`config.mk`:
```
export PLATFORM = sky130hd
export DESIGN_NAME = uvma_tcounter_mc_chkr
export DESIGN_NICKNAME = d
export VERILOG_FILES = /design/src/rtl/uvma_tcounter_mc_pkg.sv /design/src/rtl/uvma_tcounter_mc_chkr_ch.sv /design/src/rtl/uvma_tcounter_mc_chkr.sv
export SDC_FILE = /design/constraint.sdc
export NUM_CORES = 1
export LEC_CHECK = 0
export ABC_CLOCK_PERIOD_IN_PS = 5800
export BUFFER_PORTS_ARGS = -buffer_cell sky130_fd_sc_hd__buf_2
export CAP_MARGIN = 20
export CORE_AREA = 2 2 216 218
export CTS_CLUSTER_SIZE = 40
export DETAILED_ROUTE_END_ITERATION = 12
export DIE_AREA = 0 0 218 220
export PLACE_DENSITY = 0.64
export SETUP_SLACK_MARGIN = 0.02
export SYNTH_ARGS = -nofsm -noshare
export SYNTH_HDL_FRONTEND = slang
export SYNTH_HIERARCHICAL = 1
export SYNTH_SLANG_ARGS = --single-unit
```
`constraint.sdc`:
```
create_clock -name clk -period 5.8 [get_ports clk]
set_input_delay 0.29 -clock clk [delete_from_list [all_inputs] [get_ports clk]]
set_output_delay 0.29 -clock clk [all_outputs]
set_load 0.02 [all_outputs]
```
`src/rtl/uvma_tcounter_mc_pkg.sv`:
```
// ============================================================================
// Module  : uvma_tcounter_mc_pkg
// Brief   : Shared types and default sizing for the multi-channel
//           timer/counter checker.
// Revision: 1.0
// ============================================================================
`default_nettype none
`timescale 1ns/1ps

package uvma_tcounter_mc_pkg;

  localparam int DEF_NUM_CH = 4;
  localparam int DEF_CNT_W  = 32;
  localparam int DEF_ERR_W  = 16;

  typedef enum logic [1:0] {
    CH_IDLE    = 2'd0,
    CH_RUNNING = 2'd1,
    CH_HALTED  = 2'd2
  } ch_state_e;

endpackage

`default_nettype wire

```
`src/rtl/uvma_tcounter_mc_chkr_ch.sv`:
```
// ============================================================================
// Module  : uvma_tcounter_mc_chkr_ch
// Brief   : One checker channel: shadow counter model, expected irq and
//           sticky mismatch flags against the observed DUT channel.
// Revision: 1.0
// ============================================================================
`default_nettype none
`timescale 1ns/1ps

module uvma_tcounter_mc_chkr_ch
  import uvma_tcounter_mc_pkg::*;
#(
  parameter int CNT_W = DEF_CNT_W
) (
  input  logic             clk,
  input  logic             reset_n,
  input  logic             i_chk_en,
  input  logic             i_clr_err,
  input  logic             i_en,
  input  logic             i_load,
  input  logic [CNT_W-1:0] i_load_val,
  input  logic [CNT_W-1:0] i_cmp,
  input  logic             i_oneshot,
  input  logic [CNT_W-1:0] i_dut_cnt,
  input  logic             i_dut_irq,
  output logic [CNT_W-1:0] o_exp_cnt,
  output logic             o_err_cnt,
  output logic             o_err_irq,
  output logic             o_mis_cnt,
  output logic             o_mis_irq
);

  ch_state_e        r_state;
  ch_state_e        w_state_nxt;
  logic [CNT_W-1:0] r_shadow;
  logic [CNT_W-1:0] w_shadow_nxt;
  logic             r_armed;
  logic             w_armed_nxt;
  logic             r_irq;
  logic             w_irq_nxt;
  logic             r_err_cnt;
  logic             r_err_irq;
  logic             w_match;
  logic             w_mis_cnt;
  logic             w_mis_irq;

  assign w_match = (r_state == CH_RUNNING) && (r_shadow == i_cmp);

  // A compare match outranks ch_en; only a load can override it.
  always_comb begin
    w_state_nxt  = r_state;
    w_shadow_nxt = r_shadow;
    w_armed_nxt  = r_armed;
    w_irq_nxt    = 1'b0;
    if (i_load) begin
      w_shadow_nxt = i_load_val;
      w_armed_nxt  = 1'b1;
      w_state_nxt  = i_en ? CH_RUNNING : CH_IDLE;
    end else begin
      case (r_state)
        CH_IDLE: begin
          if (i_en) begin
            w_state_nxt = CH_RUNNING;
          end
        end
        CH_RUNNING: begin
          if (w_match) begin
            w_irq_nxt = 1'b1;
            if (i_oneshot) begin
              w_state_nxt = CH_HALTED;
            end else begin
              w_shadow_nxt = '0;
            end
          end else if (i_en) begin
            w_shadow_nxt = r_shadow + CNT_W'(1);
          end else begin
            w_state_nxt = CH_IDLE;
          end
        end
        CH_HALTED: begin
          w_state_nxt = CH_HALTED;
        end
        default: begin
          w_state_nxt = CH_IDLE;
        end
      endcase
    end
  end

  always_ff @(posedge clk or negedge reset_n) begin
    if (!reset_n) begin
      r_state  <= CH_IDLE;
      r_shadow <= '0;
      r_armed  <= 1'b0;
      r_irq    <= 1'b0;
    end else begin
      r_state  <= w_state_nxt;
      r_shadow <= w_shadow_nxt;
      r_armed  <= w_armed_nxt;
      r_irq    <= w_irq_nxt;
    end
  end

  // Observations are compared against the registered model of the same cycle.
  assign w_mis_cnt = i_chk_en && r_armed && (i_dut_cnt != r_shadow);
  assign w_mis_irq = i_chk_en && r_armed && (i_dut_irq != r_irq);

  always_ff @(posedge clk or negedge reset_n) begin
    if (!reset_n) begin
      r_err_cnt <= 1'b0;
      r_err_irq <= 1'b0;
    end else if (i_clr_err) begin
      r_err_cnt <= w_mis_cnt;
      r_err_irq <= w_mis_irq;
    end else begin
      r_err_cnt <= r_err_cnt | w_mis_cnt;
      r_err_irq <= r_err_irq | w_mis_irq;
    end
  end

  assign o_exp_cnt = r_shadow;
  assign o_err_cnt = r_err_cnt;
  assign o_err_irq = r_err_irq;
  assign o_mis_cnt = w_mis_cnt;
  assign o_mis_irq = w_mis_irq;

endmodule

`default_nettype wire

```
`src/rtl/uvma_tcounter_mc_chkr.sv`:
```
// ============================================================================
// Module  : uvma_tcounter_mc_chkr
// Brief   : Multi-channel timer/counter checker; per-channel shadow models
//           plus a saturating total of all mismatch events.
// Revision: 1.0
// ============================================================================
`default_nettype none
`timescale 1ns/1ps

module uvma_tcounter_mc_chkr
  import uvma_tcounter_mc_pkg::*;
#(
  parameter int NUM_CH = DEF_NUM_CH,
  parameter int CNT_W  = DEF_CNT_W,
  parameter int ERR_W  = DEF_ERR_W
) (
  input  logic                    clk,
  input  logic                    reset_n,
  input  logic                    chk_en,
  input  logic                    clr_err,
  input  logic [NUM_CH-1:0]       ch_en,
  input  logic [NUM_CH-1:0]       ch_load,
  input  logic [NUM_CH*CNT_W-1:0] ch_load_val,
  input  logic [NUM_CH*CNT_W-1:0] ch_cmp,
  input  logic [NUM_CH-1:0]       ch_oneshot,
  input  logic [NUM_CH*CNT_W-1:0] dut_cnt,
  input  logic [NUM_CH-1:0]       dut_irq,
  output logic [NUM_CH*CNT_W-1:0] exp_cnt,
  output logic [NUM_CH-1:0]       err_cnt,
  output logic [NUM_CH-1:0]       err_irq,
  output logic [ERR_W-1:0]        err_total
);

  localparam int              C_EVT_W   = $clog2(2 * NUM_CH + 1);
  localparam int              C_SUM_W   = ERR_W + C_EVT_W + 1;
  localparam logic [ERR_W-1:0] C_ERR_MAX = '1;

  logic [NUM_CH-1:0]  w_mis_cnt;
  logic [NUM_CH-1:0]  w_mis_irq;
  logic [C_EVT_W-1:0] w_evt_cnt;
  logic [C_SUM_W-1:0] w_sum;
  logic [ERR_W-1:0]   w_total_nxt;
  logic [ERR_W-1:0]   r_err_total;

  for (genvar g = 0; g < NUM_CH; g++) begin : g_ch
    uvma_tcounter_mc_chkr_ch #(
      .CNT_W (CNT_W)
    ) u_ch (
      .clk        (clk),
      .reset_n    (reset_n),
      .i_chk_en   (chk_en),
      .i_clr_err  (clr_err),
      .i_en       (ch_en[g]),
      .i_load     (ch_load[g]),
      .i_load_val (ch_load_val[g*CNT_W +: CNT_W]),
      .i_cmp      (ch_cmp[g*CNT_W +: CNT_W]),
      .i_oneshot  (ch_oneshot[g]),
      .i_dut_cnt  (dut_cnt[g*CNT_W +: CNT_W]),
      .i_dut_irq  (dut_irq[g]),
      .o_exp_cnt  (exp_cnt[g*CNT_W +: CNT_W]),
      .o_err_cnt  (err_cnt[g]),
      .o_err_irq  (err_irq[g]),
      .o_mis_cnt  (w_mis_cnt[g]),
      .o_mis_irq  (w_mis_irq[g])
    );
  end

  always_comb begin
    w_evt_cnt = '0;
    for (int i = 0; i < NUM_CH; i++) begin
      w_evt_cnt = w_evt_cnt + C_EVT_W'(w_mis_cnt[i]) + C_EVT_W'(w_mis_irq[i]);
    end
  end

  // A clear restarts the total from this cycle's events so none are lost.
  always_comb begin
    w_sum = (clr_err ? '0 : C_SUM_W'(r_err_total)) + C_SUM_W'(w_evt_cnt);
    if (w_sum > C_SUM_W'(C_ERR_MAX)) begin
      w_total_nxt = C_ERR_MAX;
    end else begin
      w_total_nxt = w_sum[ERR_W-1:0];
    end
  end

  always_ff @(posedge clk or negedge reset_n) begin
    if (!reset_n) begin
      r_err_total <= '0;
    end else begin
      r_err_total <= w_total_nxt;
    end
  end

  assign err_total = r_err_total;

endmodule

`default_nettype wire

```
After elaboration in Yosys (flattened, before gate mapping):

Cells that the tools add are included.

* flip-flop bits (word level): 168
* output and inout port bits: 152
* input port bits: 404

* order comparisons: 1
* eq/ne operators: 36
* reductions and logical operators: 36
* muxes and demuxes: 70
* bitwise operators: 8
* add/subtract/negate cells: 12

Operator list (number)
* 2-to-1 mux 32 bit: 20
* adder 32 x 1 -> 32 bit (second input constant): 4
* equality test 32 bit: 4
* inequality test 32 bit: 4
* 2-to-1 mux 2 bit: 20
* 2-to-1 mux 16 bit: 2
* 2-to-1 mux 1 bit: 24
* inequality test 3 bit (second input constant): 8
* one-hot mux 2 bit (3 select lines): 4
* AND reduction 3 bit: 8
* adder 16 x 4 -> 17 bit: 1
* > comparator 17 x 16 -> 1 bit (second input constant): 1
* adder 4 x 1 -> 4 bit: 4
* logical AND 1 bit: 16
* inequality test 4 x 3 -> 1 bit (second input constant): 4
* inequality test 4 bit (second input constant): 4
* nonzero test 3 bit: 4
* equality test 2 x 1 -> 1 bit (second input constant): 4
* equality test 2 bit (second input constant): 4
* zero test 2 bit: 4
* OR 1 bit: 8
* nonzero test 2 bit: 4
* adder 3 x 1 -> 4 bit: 1
* inequality test 1 bit: 4
* 2 further kinds: 2

Longest topological paths before layout:

Gate-level depths: netlist (run 1).

* depth in word-level cells: 12
* depth in mapped cells: 18

Modules after synthesis:

Netlist (run 1), hierarchy kept.

By module, submodules not included
* uvma_tcounter_mc_chkr_ch (g_ch[0].u_ch ...): times used 3, area an instance 3320.7 µm², cells each 390
* uvma_tcounter_mc_chkr_ch (g_ch[3].u_ch): times used 1, area an instance 3253.1 µm², cells each 389
* uvma_tcounter_mc_chkr: times used 1, area an instance 1071.0 µm², cells each 108

Worst setup path before layout (run 1):

No wires, ideal clock.

* kind: register to register
* start: reg g_ch[0].u_ch.r_shadow[0]
* end: reg r_err_total[14], in the netlist err_total[14]
* slack: 1263 ps
* arrival time: 4404 ps
* cell stages (with the launch flop): 18
* setup time: 133 ps
* cells stage by stage: dfrtp_1 -> buf_2 -> xnor2_1 -> nand4_1 -> nor4_1 -> a21oi_1 -> fa_1 -> inv_1 -> fa_1 -> fa_1 -> fa_1 -> inv_1 -> fa_1 -> a21o_1 -> a21oi_2 -> nor3_1 -> and4_1 -> nor3_1

* longest elaborated chain between the ends: 12

Ends and longest elaborated chain
* start: declaration: line uvma_tcounter_mc_chkr_ch.sv:35 `logic [CNT_W-1:0] r_shadow;`
* start signal: assignment: line uvma_tcounter_mc_chkr_ch.sv:98 `r_shadow <= w_shadow_nxt;`
* inequality test 32 bit *: line uvma_tcounter_mc_chkr_ch.sv:105 `assign w_mis_cnt = i_chk_en && r_armed && (i_dut_cnt != r_shadow);`
* logical AND 1 bit *: line uvma_tcounter_mc_chkr_ch.sv:105
* named net w_mis_cnt[0]: line uvma_tcounter_mc_chkr.sv:38 `logic [NUM_CH-1:0] w_mis_cnt;`
* adder 1 x 1 -> 2 bit *: line uvma_tcounter_mc_chkr.sv:71 `w_evt_cnt = w_evt_cnt + C_EVT_W'(w_mis_cnt[i]) + C_EVT_W'(w_mis_irq[i]);`
* adder 2 x 1 -> 3 bit *: line uvma_tcounter_mc_chkr.sv:71
* adder 3 x 1 -> 4 bit *: line uvma_tcounter_mc_chkr.sv:71
* adder 4 x 1 -> 4 bit * (4 in a row): line uvma_tcounter_mc_chkr.sv:71
* adder 16 x 4 -> 17 bit *: line uvma_tcounter_mc_chkr.sv:77 `w_sum = (clr_err ? '0 : C_SUM_W'(r_err_total)) + C_SUM_W'(w_evt_cnt);`
* > comparator 17 x 16 -> 1 bit: line uvma_tcounter_mc_chkr.sv:78 `if (w_sum > C_SUM_W'(C_ERR_MAX)) begin`
* 2-to-1 mux 16 bit *: line uvma_tcounter_mc_chkr.sv:78
* named net w_total_nxt[14]: line uvma_tcounter_mc_chkr.sv:42 `logic [ERR_W-1:0] w_total_nxt;`
* end signal: assignment: line uvma_tcounter_mc_chkr.sv:89 `r_err_total <= w_total_nxt;`
* end: declaration: line uvma_tcounter_mc_chkr.sv:43 `logic [ERR_W-1:0] r_err_total;`

The timed path passes the listed nets; every way through them passes the cells marked *.
A chain may end at the register's enable or synchronous reset.

Worst setup path in the final report (run 1):

* start: reg g_ch[3].u_ch.r_shadow[19]
* end: reg r_err_total[4], in the netlist err_total[4]

* longest elaborated chain between the ends: 7

Ends and longest elaborated chain (line)
* start: declaration: uvma_tcounter_mc_chkr_ch.sv:35
* start signal: assignment: uvma_tcounter_mc_chkr_ch.sv:98
* inequality test 32 bit *: uvma_tcounter_mc_chkr_ch.sv:105
* logical AND 1 bit *: uvma_tcounter_mc_chkr_ch.sv:105
* named net w_mis_cnt[3]: uvma_tcounter_mc_chkr.sv:38
* adder 4 x 1 -> 4 bit * (2 in a row): uvma_tcounter_mc_chkr.sv:71
* adder 16 x 4 -> 17 bit *: uvma_tcounter_mc_chkr.sv:77
* > comparator 17 x 16 -> 1 bit: uvma_tcounter_mc_chkr.sv:78
* 2-to-1 mux 16 bit *: uvma_tcounter_mc_chkr.sv:78
* named net w_total_nxt[4]: uvma_tcounter_mc_chkr.sv:42

Marked as above.

==> flow_summary.toml, run 1 <==
[global_routing]
maximum_number_of_pins_on_one_net_before_global_route_repair = 70
grt_pass1_vias = 14700
wire_length_of_the_first_global_routing_pass_um = 88400
overflow = 0
grt_util_all_layers_pct = 24.1
antenna_found_initial = 2

[power_and_ir_drop]
cell_internal_pwr_w = 0.00259
swShare_pct = 38.4
power_frac_comb_pct = 32.3
vdd_ir_drop_max_uv = 163
pwr_density_cell_nw_per_um2 = 234
design_power_total_w = 0.00420
net-switching-power_w = 0.00161
seq_power_share_pct = 38.2
total_leakage_power_nw = 7.69
share_clk_of_total_power_pct = 29.5

[clocking]
cts_inserted_buffers = 17
cts.clk_slew.worst_paths_ns = 0.07
insertion_delay_ns = 0.49
max-clock-path-buffers = 2
post_cts_buffers = 0
clock_tree_from_tritoncts = "done"
cts.sinks = 168
h_tree_depth = 4
root_buffer = "clkbuf_16"

[timing]
finalMaxSlewViolations = 0
slew-limit-headroom_pct = 30.1
timing.final.crit_share_pct = 90.1
final.setup.tns_ns = 0
setup_violations_final = 0
tightest_slew_ns = 1.04
finClkSkew_ns = 0.00906
layout_min_cycle_time_ns = 5.23
max_clock_freq_mhz = 191
fin_worst_hold_slack_ns = 0.0375
timing.final.hold_violations = 0
grt_setup_unrepaired = "false"

[die]
die-height_um = 220
die_w_um = 218
num_rows = 79
design.portCount = 556
initial_utilization_pct = 31.1
die-area_sq_um = 48000
core_sq_um = 45900

[yosys]
post_synth_instance_area_sq_um = 14300
netlist_top_cells_area = "dfrtp_1 29%, xnor2_1 14%, nand2_1 5.1%"
syn_inst = 1667
synth-compound-area-share_pct = 16.2
synth.distinct_cells = 70
synth_xor_xnor_area_share_pct = 16.4
synth_top_family_by_area = "simple AND/OR/NAND/NOR gates"
synthesis.yosys.warnings = 6
synth_simple_gate_area_share_pct = 28.1
yosysTopAreaCell = "dfrtp_1"
avgSynthCellArea_sq_um = 8.57
synth_top_area_share_pct = 29.4
async_reset_ff_share_pct = 100
synth_ff_type = "dfrtp_1"
seq_area_frac_synth_pct = 29.4
synth_edf_count = 0
synth-seq-cells = 168
yosys-mux-area-fraction_pct = 0.350
synth-adder-area-share_pct = 1.58
synth_fp_nets = 2086

[detailed_routing]
detail_route.drc_violations = 0
drt_iter0_markers = 1630
average_detailed_routed_wire_length_per_instance_um = 21.5
num_vias = 15500
drtAntennaViolNets = 0
vias_per_cell = 5.61
drt-total-wl_um = 59600
drt_first_pass_iters = 5

[final_layout]
mostFrequentLayoutCells = "554 x buf_2, 231 x xnor2_1, 196 x nand2_1, 168 x dfrtp_1, 120 x nand3_1"
post_route_cells_drive_above_1_share_pct = 30.8
fillerInstances = 4757
areaGrowthSynthToFinish_pct = 25.6
final_net_count = 2564
layout.cells.most_common = "buf_2"
flip_flop_and_latch_area_sq_um = 4200
footprint_of_the_multi_input_gates_sq_um = 8960

[worst_setup_path]
worstPathMaxFanout = 7
setup.worst_path.class = "register to register"
worst_setup_path_end_kind = "register"
critPathRequiredTime_ns = 6.22
startpoint = "g_ch[3].u_ch/o_exp_cnt[19]"
startpoint_type = "register"
worst_ep_arrival_time_ns = 5.64
reg2reg_start = "g_ch[3].u_ch/o_exp_cnt[19]"

[placement]
hpwlAfterDp_um = 45900
io_buffer_count = 555
place_congestion = 0.960

[flow_run]
maxCapViolations = 0

[run_status]
outcome = "finished clean"

[worst_hold_path]
startpoint_of_the_worst_hold_path = "ch_load_val[94]"
timing.hold.worst.class = "input port to register"
metal layers:
metal / global-route usage [%] / share of wire, % / vias to the layer above
li1: - / - / 7063
met1: 32.4 / 43 / 7613
met2: 38.8 / 48 / 756
met3: 5.40 / 7.6 / 71
met4: 6.37 / 1.8 / 4
met5: 0 / 0.039 / -
timing repair:
item                                    CTS  global route
hold buffers                             26             0
gates resized for setup                   0             0
endpoints found under the hold margin    71             0
endpoints found under the setup margin    0             0
worst max-delay path, stage by stage, from the launching register on:
cell	delay (ns)
dfrtp_1	0.51
xnor2_1	0.21
nand4_1	0.11
nor4_1	0.63
a21oi_1	0.31
fa_1	0.54
inv_1	0.05
fa_1	0.52
fa_1	0.43
fa_1	0.40
inv_1	0.08
fa_1	0.21
a21o_1	0.14
a21oi_2	0.09
or4_1	0.60
nor3b_1	0.19
a21oi_1	0.12
power by group through the flow:
stage	Combinational (W)	Sequential, W	Clock (W)
floorplan	0.000866	0.00157	0
global placement	0.00133	0.00161	0
detailed placement	0.00134	0.00162	0
CTS	0.00136	0.00160	0.00127
global route	0.00147	0.00163	0.00132
finish	0.00136	0.00161	0.00124
layout make-up:
type | instances | area share, %
timing repair buffer | 614 | 18.4
antenna | 1 | 0.0139
multi-input combinational | 1314 | 49.9
sequential | 168 | 23.4
tap | 607 | 4.23
clock buffer | 20 | 2.55
clock inverter | 12 | 0.837
inverter | 30 | 0.628
kinds of logic after synthesis:
family,after synthesis
AND/OR/NAND/NOR,732
AO/OA/AOI/OAI,295
buffers and inverters,185
adder cells (fa/ha/maj),15
XOR/XNOR,267
flip-flops,168
multiplexers,5
per-stage QoR:
step                      worst slack [ns]  utilization [%]  area (sq um)  std cells
final                                0.574             39.1         17900       2766
after global routing                 0.331             39.1         17900       2765
after CTS                            0.615             39.1         17900       2763
after detailed placement             0.655             37.2         17000       2705
after global placement               0.638             37.2         17000       2704
after floorplan                       1.26                -         14300       1667
flip-flops by register name, indices dropped and copies added (netlist names):
name and flops:
g_ch.u_ch/o_exp_cnt 128, err_total 16, g_ch.u_ch/r_state 8, g_ch.u_ch/o_err_cnt 4
g_ch.u_ch/o_err_irq 4, g_ch.u_ch/r_armed 4, g_ch.u_ch/r_irq 4
final timing paths:
path                                         endpoint  slack, ns  cells after the start
setup / recovery                         err_total[4]       0.57                     16
hold / removal             g_ch[2].u_ch/o_exp_cnt[30]       0.04                      3
setup reg to reg                         err_total[4]       0.57                     16
hold reg to reg                  g_ch[0].u_ch/r_armed       0.47                      1
max in group asynchronous  g_ch[1].u_ch/o_exp_cnt[15]       4.05                      3
min in group asynchronous  g_ch[2].u_ch/o_exp_cnt[24]       0.31                      2
cell usage after synthesis (15+ instances only):
library cell	instances
a211o_1	27
a21o_1	20
a21oi_1	19
a22oi_1	18
and2_1	15
and3_1	37
and4_1	21
buf_2	68
buf_6	40
clkbuf_1	33
dfrtp_1	168
inv_1	30
nand2_1	196
nand2b_1	15
nand3_1	120
nand4_1	107
nor2_1	53
nor2b_1	21
nor3_1	23
nor4_1	34
nor4_2	16
o211ai_1	22
o21ai_0	29
o31ai_1	29
or3_1	24
or4_1	16
xnor2_1	231
xor2_1	36
(Power assumes the default switching activity.)
==> inputs of run 2 (changes only) <==
--- a/config.mk
+++ b/config.mk
@@ -8,11 +8,14 @@
 export ABC_CLOCK_PERIOD_IN_PS = 5800
 export BUFFER_PORTS_ARGS = -buffer_cell sky130_fd_sc_hd__buf_2
 export CAP_MARGIN = 20
-export CORE_AREA = 2 2 216 218
+export CELL_PAD_IN_SITES_DETAIL_PLACEMENT = 1
+export CELL_PAD_IN_SITES_GLOBAL_PLACEMENT = 2
+export CORE_ASPECT_RATIO = 1.1
+export CORE_MARGIN = 2
+export CORE_UTILIZATION = 28
 export CTS_CLUSTER_SIZE = 40
 export DETAILED_ROUTE_END_ITERATION = 12
-export DIE_AREA = 0 0 218 220
-export PLACE_DENSITY = 0.64
+export PLACE_DENSITY = 0.9
 export SETUP_SLACK_MARGIN = 0.02
 export SYNTH_ARGS = -nofsm -noshare
 export SYNTH_HDL_FRONTEND = slang
==> run 2 against run 1 <==
  * Combinational power increased by 12%
  * Cell area grew 2.1%
  * Utilization shrank 2.7 points
  * First-iteration DRC count fell by 28%
  * Final cell count rose by 3.4%
  * Clock power about the same
  * Highest routed layer unchanged
  * Sequential share of layout area down 0.48 points
  * Global-route usage up 0.88 points
==> flow_summary.toml, run 2 (synthesis results as in run 1) <==
[global_routing]
antenna_found_initial = 4
grt_util_all_layers_pct = 25.0
overflow = 0
maximum_number_of_pins_on_one_net_before_global_route_repair = 71
grt_pass1_vias = 16400
wire_length_of_the_first_global_routing_pass_um = 99700

[die]
initial_utilization_pct = 28.4
core_sq_um = 50300
die-height_um = 241
die-area_sq_um = 52800
design.portCount = 556
die_w_um = 219
num_rows = 86

[final_layout]
mostFrequentLayoutCells = "554 x buf_2, 231 x xnor2_1, 196 x nand2_1, 168 x dfrtp_1, 120 x nand3_1"
finalInstanceArea_sq_um = 18300
areaGrowthSynthToFinish_pct = 28.2
post_route_cells_drive_above_1_share_pct = 32.0
largest_register_ff_count = 128
layout.cells.most_common = "buf_2"
final_net_count = 2602

[detailed_routing]
drt_first_pass_iters = 6
detail_route.drc_violations = 0
average_detailed_routed_wire_length_per_instance_um = 23.6
drtAntennaViolNets = 0
vias_per_cell = 5.52
num_vias = 15800
drt_iter0_markers = 1177
drt-total-wl_um = 67400

[timing]
final.setup.tns_ns = 0
setup_violations_final = 0
fin_worst_hold_slack_ns = 0.0521
timing.final.crit_share_pct = 90.8
finalMaxSlewViolations = 0
tightest_slew_ns = 1.10
grt_setup_unrepaired = "false"
layout_min_cycle_time_ns = 5.26
finClkSkew_ns = 0.0130
max_clock_freq_mhz = 190
slew-limit-headroom_pct = 27.0
timing.final.hold_violations = 0

[power_and_ir_drop]
cell_internal_pwr_w = 0.00259
power_frac_comb_pct = 35.4
total_leakage_power_nw = 7.87
vdd_ir_drop_max_uv = 193
net-switching-power_w = 0.00172
pwr_density_cell_nw_per_um2 = 236
design_power_total_w = 0.00431
share_clk_of_total_power_pct = 28.8
seq_power_share_pct = 35.9
swShare_pct = 39.9

[worst_setup_path]
crit_path_top_delay_cell = "nor4_1"
cpLargestDelayFamily = "adder cells"
crit_path_max_incr_delay_ns = 0.60
combined_buffer_and_inverter_count_along_the_critical_path = 2
startpoint_type = "register"
worst_setup_path_end_kind = "register"
worst_ep_arrival_time_ns = 5.67
worst_path_most_repeated_cell = "fa_1"
worstPathCellList = "xnor2_1 -> nand4_1 -> nor4_1 -> a21oi_1 -> fa_1 -> inv_1 -> fa_1 -> fa_1 -> fa_1 -> inv_1 -> fa_1 -> a21o_1 -> a21oi_2 -> or4_1 -> nor3b_1 -> a21oi_1"
setup.worst_path.class = "register to register"
worstPathMaxFanout = 9
critPathRequiredTime_ns = 6.21

[placement]
place_congestion = 0.942
hpwlAfterDp_um = 53000
dpl_cell_area_sq_um = 17400
io_buffer_count = 555

[clocking]
root_buffer = "clkbuf_16"
h_tree_depth = 4
cts-hold-fix-buffers = 30
cts.clk_slew.worst_paths_ns = 0.08
cts.repair.resized = 0
cts_inserted_buffers = 17
clock_tree_from_tritoncts = "done"
cts.sinks = 168
insertion_delay_ns = 0.50
post_cts_buffers = 0
max-clock-path-buffers = 2

[worst_hold_path]
timing.hold.worst.class = "input port to register"

[run_status]
outcome = "finished clean"

[flow_run]
maxCapViolations = 0
[run 2: per-layer routing]
metal | wire length [um] | up-vias | share of wire [%] | global-route usage, %
met2 | 32600 | 647 | 48 | 42.3
met3 | 4630 | 134 | 6.9 | 5.53
met4 | 2350 | 2 | 3.5 | 10.1
met5 | 11 | - | 0.016 | 0
met1 | 27800 | 7852 | 41 | 30.7
li1 | - | 7134 | - | -
[run 2: worst paths after layout]
check                      cells past startpoint  slack (ns)                    endpoint                        from
max in group asynchronous                      3        3.91     g_ch[1].u_ch/r_state[1]                     reset_n
hold / removal                                 3        0.05  g_ch[3].u_ch/o_exp_cnt[26]            ch_load_val[122]
setup / recovery                              16        0.54                err_total[4]  g_ch[3].u_ch/o_exp_cnt[24]
setup reg to reg                              16        0.54                err_total[4]  g_ch[3].u_ch/o_exp_cnt[24]
hold reg to reg                                1        0.47        g_ch[0].u_ch/r_armed        g_ch[0].u_ch/r_armed
min in group asynchronous                      2        0.40  g_ch[0].u_ch/o_exp_cnt[22]                     reset_n
[run 2: area by class of cell]
type,count,area (sq um)
clock inverters,14,160
fillers,6132,31900
clock buffers,18,439
multi-input cells,1314,8960
inverters,30,113
repair buffers,652,3600
diodes,3,7.51
flip-flops and latches,168,4200
well taps,660,826
[run 2: per-stage QoR]
stage          util (%)  std cells  worst slack [ns]
5_1_grt            36.4       2858             0.302
3_5_place_dp       34.6       2791             0.586
3_3_place_gp       34.6       2790             0.679
4_1_cts            36.4       2853             0.536
2_1_floorplan         -       1667              1.26
6_report           36.5       2859             0.536
[run 2: worst reg2reg max path, cell delays in order (launching register included)]
cell and delay, ns:
dfrtp_1 0.48, xnor2_1 0.23, nand4_1 0.12, nor4_1 0.60, a21oi_1 0.30, fa_1 0.54
inv_1 0.05, fa_1 0.53, fa_1 0.45, fa_1 0.40, inv_1 0.08, fa_1 0.20
a21o_1 0.14, a21oi_2 0.09, or4_1 0.60, nor3b_1 0.19, a21oi_1 0.16
[run 2: power groups by stage]
stage                     sequential, W  combinational [W]  clock [W]
final                           0.00155            0.00153    0.00124
after global routing            0.00157            0.00165    0.00131
after CTS                       0.00155            0.00154    0.00129
after detailed placement        0.00157            0.00151          0
after global placement          0.00155            0.00148          0
after floorplan                 0.00157           0.000866          0
==> inputs of run 3 (changes only) <==
--- a/config.mk
+++ b/config.mk
@@ -15,6 +15,7 @@
 export CORE_UTILIZATION = 28
 export CTS_CLUSTER_SIZE = 40
 export DETAILED_ROUTE_END_ITERATION = 12
+export MAX_ROUTING_LAYER = met4
 export PLACE_DENSITY = 0.9
 export SETUP_SLACK_MARGIN = 0.02
 export SYNTH_ARGS = -nofsm -noshare
==> run 3 against run 2 <==
  * Die area unchanged
  * Setup slack got worse by 0.024 ns
  * Final cell count down 0.42%
  * Total power increased by 1.9%
  * Global-route usage rose by 0.84 points
  * Non-clock buffer count decreased by 11
  * Via count shrank 0.25%
  * Largest cell class unchanged
  * Highest routed layer is now met4
==> flow_summary.toml, run 3 (synthesis results as in run 1) <==
[clocking]
max-clock-path-buffers = 2
h_tree_depth = 4
clock_tree_from_tritoncts = "done"
cts.sinks = 168
cts-hold-fix-buffers = 21
root_buffer = "clkbuf_16"
cts_inserted_buffers = 17
cts.repair.resized = 0
insertion_delay_ns = 0.49
cts.clk_slew.worst_paths_ns = 0.08
post_cts_buffers = 0

[die]
design.portCount = 556
die_w_um = 219
core_sq_um = 50300
die-height_um = 241
die-area_sq_um = 52800
initial_utilization_pct = 28.4
num_rows = 86

[worst_setup_path]
crit_path_max_incr_delay_ns = 0.63
combined_buffer_and_inverter_count_along_the_critical_path = 2
crit_path_top_delay_cell = "nor4_1"
cpLargestDelayFamily = "adder cells"
timing.critical_path.depth = 16
startpoint_type = "register"
worstPathMaxFanout = 7
setup.worst_path.class = "register to register"
reg2reg_start = "g_ch[3].u_ch/o_exp_cnt[10]"
critPathRequiredTime_ns = 6.21
worst_setup_path_end_kind = "register"
worst_ep_arrival_time_ns = 5.70
worst_path_most_repeated_cell = "fa_1"
startpoint = "g_ch[3].u_ch/o_exp_cnt[10]"
worstPathCellList = "xnor2_1 -> nand4_1 -> nor4_1 -> a21oi_1 -> fa_1 -> inv_1 -> fa_1 -> fa_1 -> fa_1 -> inv_1 -> fa_1 -> a21o_1 -> a21oi_2 -> or4_1 -> nor3b_1 -> a21oi_1"
cells_on_worst_reg2reg_path = 16

[placement]
place_congestion = 0.977
hpwlAfterDp_um = 52900
dpl_cell_area_sq_um = 17400
dp_cells = 2791
io_buffer_count = 555

[detailed_routing]
detail_route.drc_violations = 0
average_detailed_routed_wire_length_per_instance_um = 23.7
drt_first_pass_iters = 5
vias_per_cell = 5.52
drt-total-wl_um = 67500
drtAntennaViolNets = 0
num_vias = 15700
drt_iter0_markers = 1136

[final_layout]
fillerInstances = 6158
mostFrequentLayoutCells = "554 x buf_2, 231 x xnor2_1, 196 x nand2_1, 168 x dfrtp_1, 120 x nand3_1"
final_core_utilization_pct = 36.3
largest_register_ff_count = 128
post_route_cells_drive_above_1_share_pct = 32.1
layout.cells.most_common = "buf_2"
final_net_count = 2591
finalInstanceArea_sq_um = 18300
areaGrowthSynthToFinish_pct = 27.8
final-instance-count-excl-fill = 2847

[timing]
final.setup.tns_ns = 0
slew-limit-headroom_pct = 30.4
timing.final.hold_violations = 0
finClkSkew_ns = 0.0126
timing.final.crit_share_pct = 91.2
layout_min_cycle_time_ns = 5.29
setup_violations_final = 0
tightest_slew_ns = 1.03
finalMaxSlewViolations = 0
grt_setup_unrepaired = "false"
max_clock_freq_mhz = 189

[global_routing]
wire_length_of_the_first_global_routing_pass_um = 100000
grt_pass1_vias = 16700
maximum_number_of_pins_on_one_net_before_global_route_repair = 75
overflow = 0
grt_util_all_layers_pct = 25.8
antenna_found_initial = 2

[power_and_ir_drop]
vdd_ir_drop_max_uv = 212
design_power_total_w = 0.00440
total_leakage_power_nw = 7.84
pwr_density_cell_nw_per_um2 = 241

[worst_hold_path]
worstHoldPathCells = 3
timing.hold.worst.class = "input port to register"
startpoint_of_the_worst_hold_path = "ch_load_val[81]"

[flow_run]
maxCapViolations = 0

[run_status]
outcome = "finished clean"
## run 3: worst reg2reg max path, cell delays in order, from the launching register on
cell	delay, ns
dfrtp_1	0.49
xnor2_1	0.22
nand4_1	0.12
nor4_1	0.63
a21oi_1	0.29
fa_1	0.54
inv_1	0.05
fa_1	0.52
fa_1	0.46
fa_1	0.41
inv_1	0.09
fa_1	0.21
a21o_1	0.15
a21oi_2	0.09
or4_1	0.60
nor3b_1	0.19
a21oi_1	0.14
## run 3: cell type report
| cell class | instances | area [sq um] | area share [%] |
|---|---|---|---|
| multi-input cells | 1314 | 8960 | 49.1 |
| flip-flops and latches | 168 | 4200 | 23.0 |
| repair buffers | 641 | 3500 | 19.2 |
| well taps | 660 | 826 | 4.52 |
| clock buffers | 18 | 439 | 2.41 |
| clock inverters | 14 | 210 | 1.15 |
| inverters | 30 | 113 | 0.617 |
| diodes | 2 | 5.00 | 0.0274 |
## run 3: routing by layer
metal  vias up  track usage, %  share of wire [%]
met1      7855            31.6                 42
met4         0            9.77                3.1
li1       7098               -                  -
met2       654            42.2                 48
met3       122            4.75                6.7
met5         -               -                  0
## run 3: per-stage QoR
| stage | setup WS [ns] | hold slack [ns] |
|---|---|---|
| 6_report | 0.511 | 0.0462 |
| 3_3_place_gp | 0.541 | 0.404 |
| 5_1_grt | 0.288 | 0.0150 |
| 4_1_cts | 0.479 | 0.00206 |
| 2_1_floorplan | 1.26 | -0.00559 |
| 3_5_place_dp | 0.534 | 0.409 |
## run 3: report_power, final
group	total [W]	internal (W)	leakage (nW)	switching [W]
logic	0.00152	0.000638	5.53	0.000882
clock network	0.00133	0.000746	0.318	0.000585
registers	0.00155	0.00129	1.99	0.000253
## run 3: final timing paths
| kind | slack (ns) | to |
|---|---|---|
| min in group asynchronous | 0.42 | g_ch[0].u_ch/o_exp_cnt[14] |
| max in group asynchronous | 3.95 | g_ch[3].u_ch/o_exp_cnt[0] |
| min | 0.05 | g_ch[2].u_ch/o_exp_cnt[17] |
| max | 0.51 | err_total[4] |
| max reg2reg | 0.51 | err_total[4] |
| min reg2reg | 0.47 | g_ch[0].u_ch/r_armed |
